[config.mk]
export PLATFORM = sky130hd
export DESIGN_NAME = instr_fetch_flat
export DESIGN_NICKNAME = d
export VERILOG_FILES = /design/src/rtl/instr_fetch_if.sv /design/src/rtl/instr_fetch.sv /design/src/flat_wrapper.sv
export SDC_FILE = /design/constraint.sdc
export NUM_CORES = 1
export LEC_CHECK = 0
export ABC_AREA = 1
export BUFFER_PORTS_ARGS = -buffer_cell sky130_fd_sc_hd__buf_2
export CORE_UTILIZATION = 45
export DETAILED_ROUTE_END_ITERATION = 10
export GPL_TIMING_DRIVEN = 0
export MAX_ROUTING_LAYER = met4
export PLACE_DENSITY = 0.7
export SYNTH_ARGS = -nofsm -noshare
export SYNTH_HDL_FRONTEND = slang
export SYNTH_SLANG_ARGS = --single-unit
[constraint.sdc]
create_clock -name clk -period 5 [get_ports clk]
set_input_delay 0.5 -clock clk [delete_from_list [all_inputs] [get_ports clk]]
set_output_delay 0.5 -clock clk [all_outputs]
set_load 0.02 [all_outputs]
[src/rtl/instr_fetch_if.sv]
`default_nettype none
// ============================================================================
//  Module      : instr_fetch_if
//  Description : Redirect, instruction-memory and decode handshake bundle
//                for the instruction fetch stage.
//  Revision    : 1.0 - initial release
// ============================================================================
interface instr_fetch_if;
   logic        redirect_valid;
   logic [31:0] redirect_pc;
   logic        imem_req;
   logic [31:0] imem_addr;
   logic        imem_ready;
   logic        imem_rvalid;
   logic [31:0] imem_rdata;
   logic        if_valid;
   logic [31:0] if_pc;
   logic [31:0] if_instr;
   logic        if_ready;

   modport master (
      input  redirect_valid, redirect_pc, imem_ready, imem_rvalid, imem_rdata, if_ready,
      output imem_req, imem_addr, if_valid, if_pc, if_instr
   );

   modport slave (
      output redirect_valid, redirect_pc, imem_ready, imem_rvalid, imem_rdata, if_ready,
      input  imem_req, imem_addr, if_valid, if_pc, if_instr
   );
endinterface
`default_nettype wire

[src/rtl/instr_fetch.sv]
`default_nettype none
// ============================================================================
//  Module      : instr_fetch
//  Description : In-order instruction fetch with a PC-tagged fetch buffer and
//                redirect flush that discards responses still in flight.
//  Revision    : 1.0 - initial release
// ============================================================================
module instr_fetch #(
   parameter int unsigned DEPTH    = 2,
   parameter logic [31:0] RESET_PC = 32'h0000_0000
) (
   input  wire logic     clk,
   input  wire logic     n_rst,
   instr_fetch_if.master bus
);
   localparam int unsigned     c_CW   = $clog2(DEPTH + 1);
   localparam int unsigned     c_PW   = (DEPTH > 1) ? $clog2(DEPTH) : 1;
   // Back-to-back redirects can owe more than DEPTH responses, so discard gets headroom.
   localparam int unsigned     c_DW   = c_CW + 4;
   localparam logic [c_PW-1:0] c_LAST = c_PW'(DEPTH - 1);

   logic [31:0]      r_fetch_pc;
   logic [31:0]      r_pc    [DEPTH];
   logic [31:0]      r_instr [DEPTH];
   logic [DEPTH-1:0] r_filled;
   logic [c_PW-1:0]  r_head;
   logic [c_PW-1:0]  r_tail;
   logic [c_PW-1:0]  r_fill;
   logic [c_CW-1:0]  r_count;
   logic [c_CW-1:0]  r_pending;
   logic [c_DW-1:0]  r_discard;

   logic             w_alloc;
   logic             w_deq;
   logic             w_drop;
   logic             w_fill;
   logic [c_DW-1:0]  w_owed;
   logic             w_unused;

   function automatic logic [c_PW-1:0] inc_ptr(input logic [c_PW-1:0] p);
      return (p == c_LAST) ? '0 : p + 1'b1;
   endfunction

   assign bus.imem_req  = n_rst & (r_count < c_CW'(DEPTH)) & ~bus.redirect_valid;
   assign bus.imem_addr = r_fetch_pc;
   assign bus.if_valid  = r_filled[r_head] & ~bus.redirect_valid;
   assign bus.if_pc     = r_pc[r_head];
   assign bus.if_instr  = r_instr[r_head];

   assign w_alloc  = bus.imem_req & bus.imem_ready;
   assign w_deq    = bus.if_valid & bus.if_ready;
   assign w_drop   = bus.imem_rvalid & (r_discard != '0);
   assign w_fill   = bus.imem_rvalid & (r_discard == '0) & (r_pending != '0) & ~bus.redirect_valid;
   // A response arriving in the redirect cycle is itself dropped, so it is not owed.
   assign w_owed   = r_discard + c_DW'(r_pending) - c_DW'(bus.imem_rvalid);
   assign w_unused = ^bus.redirect_pc[1:0];

   always_ff @(posedge clk or negedge n_rst) begin
      if (!n_rst) begin
         r_fetch_pc <= RESET_PC;
         r_filled   <= '0;
         r_head     <= '0;
         r_tail     <= '0;
         r_fill     <= '0;
         r_count    <= '0;
         r_pending  <= '0;
         r_discard  <= '0;
         for (int unsigned i = 0; i < DEPTH; i++) begin
            r_pc[i]    <= '0;
            r_instr[i] <= '0;
         end
      end else if (bus.redirect_valid) begin
         r_fetch_pc <= {bus.redirect_pc[31:2], 2'b00};
         r_filled   <= '0;
         r_head     <= '0;
         r_tail     <= '0;
         r_fill     <= '0;
         r_count    <= '0;
         r_pending  <= '0;
         r_discard  <= w_owed;
      end else begin
         if (w_alloc) begin
            r_pc[r_tail]     <= r_fetch_pc;
            r_filled[r_tail] <= 1'b0;
            r_tail           <= inc_ptr(r_tail);
            r_fetch_pc       <= r_fetch_pc + 32'd4;
         end
         if (w_fill) begin
            r_instr[r_fill]  <= bus.imem_rdata;
            r_filled[r_fill] <= 1'b1;
            r_fill           <= inc_ptr(r_fill);
         end
         if (w_drop) begin
            r_discard <= r_discard - c_DW'(1);
         end
         if (w_deq) begin
            r_filled[r_head] <= 1'b0;
            r_head           <= inc_ptr(r_head);
         end
         r_count   <= r_count + c_CW'(w_alloc) - c_CW'(w_deq);
         r_pending <= r_pending + c_CW'(w_alloc) - c_CW'(w_fill);
      end
   end

`ifndef SYNTHESIS
   always_ff @(posedge clk) begin
      if (n_rst) begin
         assert (!(bus.imem_rvalid && (r_discard == '0) && (r_pending == '0)))
            else $error("instr_fetch: imem_rvalid with no outstanding request");
      end
   end
`endif
endmodule
`default_nettype wire

[src/flat_wrapper.sv]
// flat-port wrapper written by rule: the top's interface ports become plain ports
module instr_fetch_flat 
#(
   parameter int unsigned DEPTH    = 2,
   parameter logic [31:0] RESET_PC = 32'h0000_0000
)
  (clk, n_rst, bus_redirect_valid, bus_redirect_pc, bus_imem_ready, bus_imem_rvalid, bus_imem_rdata, bus_if_ready, bus_imem_req, bus_imem_addr, bus_if_valid, bus_if_pc, bus_if_instr);
  instr_fetch_if bus_i ();
  input  wire logic clk;
  input  wire logic n_rst;
  input wire logic [$bits(bus_i.redirect_valid)-1:0] bus_redirect_valid;
  input wire logic [$bits(bus_i.redirect_pc)-1:0] bus_redirect_pc;
  input wire logic [$bits(bus_i.imem_ready)-1:0] bus_imem_ready;
  input wire logic [$bits(bus_i.imem_rvalid)-1:0] bus_imem_rvalid;
  input wire logic [$bits(bus_i.imem_rdata)-1:0] bus_imem_rdata;
  input wire logic [$bits(bus_i.if_ready)-1:0] bus_if_ready;
  output wire logic [$bits(bus_i.imem_req)-1:0] bus_imem_req;
  output wire logic [$bits(bus_i.imem_addr)-1:0] bus_imem_addr;
  output wire logic [$bits(bus_i.if_valid)-1:0] bus_if_valid;
  output wire logic [$bits(bus_i.if_pc)-1:0] bus_if_pc;
  output wire logic [$bits(bus_i.if_instr)-1:0] bus_if_instr;
  assign bus_i.redirect_valid = bus_redirect_valid;
  assign bus_i.redirect_pc = bus_redirect_pc;
  assign bus_i.imem_ready = bus_imem_ready;
  assign bus_i.imem_rvalid = bus_imem_rvalid;
  assign bus_i.imem_rdata = bus_imem_rdata;
  assign bus_i.if_ready = bus_if_ready;
  assign bus_imem_req = bus_i.imem_req;
  assign bus_imem_addr = bus_i.imem_addr;
  assign bus_if_valid = bus_i.if_valid;
  assign bus_if_pc = bus_i.if_pc;
  assign bus_if_instr = bus_i.if_instr;
  instr_fetch #(.DEPTH(DEPTH), .RESET_PC(RESET_PC)) u_core (.clk(clk), .n_rst(n_rst), .bus(bus_i));
endmodule
* Yosys cells after proc, flatten, opt, wreduce, memory -nomap -nowiden
Cells that the tools add are included.
Operators by class: mux-type cells 41, add/sub/neg operators 11, bitwise gates (word level) 18, reductions and logical operators 14, order comparisons 12
Operators with widths (number):
- two-way mux 32 bit | 10
- bitwise mux 64 bit | 2
- demux 32 bit (select 1 bit) | 2
- adder 32 x 3 -> 32 bit, second input constant | 1
- two-way mux 2 bit | 8
- two-way mux 1 bit | 14
- two-way mux 6 bit | 2
- nonzero test 2 bit | 5
- AND 1 bit | 9
- adder 6 x 2 -> 6 bit | 1
- >= comparator 2 bit, second input constant | 3
- logical NOT 6 bit | 1
- < comparator 1 x 2 -> 1 bit, second input constant | 3
- inverter 1 -> 2 bit | 3
- nonzero test 6 bit | 1
- subtractor 6 x 1 -> 6 bit | 1
- subtractor 6 x 1 -> 6 bit, second input constant | 1
- logical AND 1 bit | 5
- adder 2 x 1 -> 2 bit | 2
- AND 2 bit | 2
- < comparator 2 x 1 -> 1 bit, second input constant | 2
- inverter 2 bit | 2
- AND reduction 2 bit | 2
- subtractor 2 x 1 -> 2 bit | 2
- 6 further kinds | 12
Word-level totals: input port bits 70, logic and storage cells 108, register bits after elaboration 175

* Depth between registers and ports, before layout
depth after elaboration 14, depth in mapped cells 14

* Worst setup path after synthesis
No wires, ideal clock.
kind input to register, start in bus_redirect_valid, end reg u_core.r_count[1], arrival time 1.934 ns, required time 4.868 ns, cell stages on the path 11, path slack 2.934 ns, path buffers 1, cells stage by stage buf_6 > inv_2 > o21ai_0 > nor2_1 > nand2_1 > inv_1 > ha_1 > inv_1 > ha_1 > xor2_1 > nor2_1
RTL lines:
- start: declaration | RTL line flat_wrapper.sv:11 | input wire logic [$bits(bus_i.redirect_valid)-1:0] bus_redirect_valid;
- inverter 1 bit (no line)
- AND 1 bit | RTL line instr_fetch.sv:46 | assign bus.if_valid = r_filled[r_head] & ~bus.redirect_valid;
- net bus_if_valid | RTL line flat_wrapper.sv:19 | output wire logic [$bits(bus_i.if_valid)-1:0] bus_if_valid;
- AND 1 bit | RTL line instr_fetch.sv:51 | assign w_deq = bus.if_valid & bus.if_ready;
- subtractor 2 x 1 -> 2 bit | RTL line instr_fetch.sv:100 | r_count <= r_count + c_CW'(w_alloc) - c_CW'(w_deq);
- two-way mux 2 bit | RTL line instr_fetch.sv:72 | end else if (bus.redirect_valid) begin
- end signal: assignment | RTL line instr_fetch.sv:100
- end: declaration | RTL line instr_fetch.sv:29 | logic [c_CW-1:0] r_count;
The timed path passes the listed nets, and every way through them passes these cells. A chain may end at the register's enable or synchronous reset.

* Final worst setup path
start reg u_core.r_head, end out bus_if_pc[29]
Between the ends: longest elaborated chain between the ends 4
Ends and longest elaborated chain:
- start: declaration | RTL line instr_fetch.sv:26 | logic [c_PW-1:0] r_head;
- start signal: assignment | RTL line instr_fetch.sv:98 | r_head <= inc_ptr(r_head);
- inverter 1 -> 2 bit (not written as such) | RTL line instr_fetch.sv:47 | assign bus.if_pc = r_pc[r_head];
- two-way mux 32 bit (not written as such) (3 in series) | RTL line instr_fetch.sv:47
- end: declaration | RTL line flat_wrapper.sv:20 | output wire logic [$bits(bus_i.if_pc)-1:0] bus_if_pc;
No other way between the ends. The select of a mux whose other input is x is not followed.

==> results.txt <==
----------------------------------------------------
[Synthesis]
  Synthesized flop and latch total ... 169
  Cells after Synth ... 1163
  Area share of the leading cell type in the synthesized netlist ... 48.7%
  Prevailing post-synth register cell ... dfrtp_1
  Most common cell in the synthesized netlist ... nand2_1
  Synth top cells by count ... nand2_1 (491), dfrtp_1 (169), inv_1 (118), o21ai_0 (93), o21ai_1 (64)
  Biggest area consumer among synthesized cells ... dfrtp_1
  Avg Cell Area, Syn ... 7.47 sq um
  Fraction of registers with async set/reset ... 100%
  Count of flip-flops with a built-in enable after synthesis ... 0
  Count of synthesis-stage warnings from yosys ... 0
  Share of synthesized area occupied by flip-flops and latches ... 48.7%
  Largest cells by area after synthesis ... dfrtp_1 (49%), nand2_1 (21%), o21ai_0 (5.4%)
  Total standard cell area after synthesis ... 0.00869 sq mm
  Number of distinct library cells after synthesis ... 33

[Floorplanning]
  Overall die area ... 0.0199 sq mm
  Cell row count ... 50
  Core box area ... 0.0188 sq mm
  IO Pins ... 168
  Starting density of the core ... 46.2%
  Die span in y ... 141 um
  Die width ... 141 um

[CTS]
  Source-to-sink clock delay at the later pin of the worst-skew pair ... 0.44 ns
  Max Buffers Root-to-Sink ... 2
  Library cell used as clock root buffer ... clkbuf_16
  Total CTS buffers ... 17
  Number of levels in the clock H-tree ... 4
  Count of instances resized after the clock tree is built ... 0
  Sink count of the clock tree ... 169
  Number of buffers added to fix hold violations after cts ... 0
  Number of post-CTS setup repair buffers ... 0
  Clock-pin slew of the registers on the worst-case setup and hold paths ... 0.07 ns
  TritonCTS clock tree ... done

[Setup path]
  Reg2reg path depth ... 11
  Worst path arrival time ... 2.17 ns
  End point of the critical path ... bus_if_pc[29]
  R2r endpoint ... u_core.r_instr[40]$_DFFE_PN0P_
  Register-to-register setup slack ... 2.86 ns
  Type of origin of the critical path ... flip-flop
  Peak fanout along the critical path ... 10
  CP max stage delay ... 0.47 ns
  Worst setup path start ... u_core.r_head$_DFFE_PN0P_
  Worst Path Required ... 4.50 ns
  Type of the worst setup path ... flip-flop to primary output
  Setup crit end kind ... primary output
  Startpoint of the most critical register-to-register path ... u_core.r_discard[3]$_DFFE_PN0P_
  Critical-path cell list ... inv_1 > clkbuf_1 > clkbuf_1 > nand2_1 > nand2_1 > buf_2
  Crit-path slowest cell ... clkbuf_1

[Route]
  Wire length reported by the detailed router ... 23.5 mm
  Detail Route Antenna Nets ... 0
  Routed wire length per instance ... 14.5 um
  Number of design rule violations left after detail routing ... 0
  Per-cell via count in the routed design ... 4.88
  Number of iterations in the first detailed-routing pass ... 5
  Starting DRT DRC Count ... 563
  Count of vias placed by the detailed router ... 7895

[STA]
  Number of pins exceeding their max-slew limit in the final report ... 0
  Final hold violation count ... 7
  Post-layout min period ... 2.67 ns
  Slew at the pin closest to its max-slew limit ... 0.581 ns
  Post-route clock period utilization ... 53.4%
  Maximum achievable frequency ... 0.374 GHz
  Final setup violation count ... 0
  Post-Route Skew ... 0.0113 ns
  Relative slew slack ... 61.3%
  Setup repair after global routing missed its margin ... false
  Hold_ws ... -0.0144 ns

[Outcome]
  Violated checks ... hold timing
  Run status ... finished with violations

[Global route]
  Leftover overflow at the end of global routing ... 0
  Total Routing Usage GR ... 25.4%
  Initial antenna violation count ... 0
  Number of global-route vias before repair ... 7344
  Global-route wire length before repair ... 37.8 mm
  Largest net degree at the start of global routing ... 107

[Finish]
  Total Nets Final ... 1436
  Antenna Cells ... 0
  Fraction of layout cells with a size suffix above 1 ... 17.7%
  Syn-to-layout area delta ... 20.4%
  Final core utilization ... 55.6%

[Power]
  Pleak ... 0.00567 uW
  Maximum ir drop on the vdd rail ... 274 uV
  Total power of the final layout ... 4070 uW
  Power density normalized to cell area ... 389 mW/mm^2

[Flow run]
  Number of max-capacitance violations reported ... 0

[Place]
  Number of port buffers ... 160
  Weighted congestion reported at the end of routability-driven placement ... 0.973
  Detailed placer's ending HPWL ... 17.4 mm

[Min path]
  Type of the worst min-delay path ... input port to asynchronous set/reset pin

----------------------------------------------------
worst min-delay path by stage:
| stage | slack (ns) | startpoint | end |
|---|---|---|---|
| 2_1_floorplan | 0.20 | n_rst | u_core.bus.imem_addr[10]$_DFFE_PN0N_ |
| 3_3_place_gp | 0.46 | u_core.r_instr[40]$_DFFE_PN0P_ | u_core.r_instr[40]$_DFFE_PN0P_ |
| 3_5_place_dp | 0.47 | u_core.r_pc[3]$_DFFE_PN0P_ | u_core.r_pc[3]$_DFFE_PN0P_ |
| 4_1_cts | 0.008 | n_rst | u_core.r_instr[10]$_DFFE_PN0P_ |
| 5_1_grt | 0.02 | n_rst | u_core.r_instr[13]$_DFFE_PN0P_ |
| 6_report | -0.01 | n_rst | u_core.r_instr[10]$_DFFE_PN0P_ |
layout make-up:
type                    count  area [sq um]
fillers                  1831          8370
flip-flops and latches    169          4230
multi-input cells         820          3700
repair buffers            161           838
inverters                 122           458
clock buffers              18           439
well taps                 260           325
plain buffers              55           313
clock inverters            14           155
power by group:
group          switching (uW)  internal [uW]  leakage, uW
clock network             610            721     0.000283
registers                 141           1570      0.00221
logic                     655            367      0.00318
total                    1410           2660      0.00567
metrics by stage:
step	cells	cell area [sq um]	hold slack [ns]	TNS, ns	setup WS [ns]
global placement	1586	9830	0.465	-0.592	-0.175
finish	1619	10500	-0.0144	0	2.33
CTS	1619	10500	0.00784	0	2.28
floorplan	1166	8700	0.204	0	2.93
global route	1619	10500	0.0214	0	2.14
detailed placement	1587	9870	0.473	0	2.02
sequential cells by signal (all words and copies together) (netlist names):
register              flops
u_core.r_filled           2
u_core.r_instr           64
u_core.r_head             1
u_core.r_fill             1
u_core.r_count            2
u_core.r_discard          6
u_core.r_pending          2
u_core.bus.imem_addr     30
u_core.r_pc              60
u_core.r_tail             1
worst max-delay path, delay by kind of cell, from the launching register on:
kind / cells / cell delay, ns
buf+inv: 4 / 1.15
flops: 1 / 0.37
simple gates: 2 / 0.21
cells in the final DEF (no fill, tap or decap), types with 17 or more instances in the layout:
cell | synthesis | final
dfrtp_1 | 169 | 169
nor2_1 | 59 | 59
o21ai_0 | 93 | 93
ha_1 | 19 | 19
clkbuf_1 | 18 | 18
nand3_1 | 39 | 39
o21ai_1 | 64 | 64
nand2_1 | 491 | 491
inv_1 | 118 | 118
clkbuf_16 | 0 | 17
buf_2 | 19 | 178
metal layers:
metal | GRT usage, % | share of wire, % | up-vias
li1 | - | - | 3981
met1 | 35.5 | 48 | 3624
met2 | 38.2 | 45 | 258
met3 | 3.84 | 5.6 | 32
met4 | 7.55 | 1.6 | 0
met5 | - | 0 | -
cell families after synthesis:
kind of cell | after synthesis | synth area share (%)
fa+ha+maj | 20 | 2.97
simple gates | 602 | 27.3
other cells | 1 | 0.0431
flops | 169 | 48.7
xor+xnor | 15 | 1.51
buf+inv | 177 | 8.87
compound gates | 179 | 10.7
No activity file was read; power rests on OpenSTA's default activity.
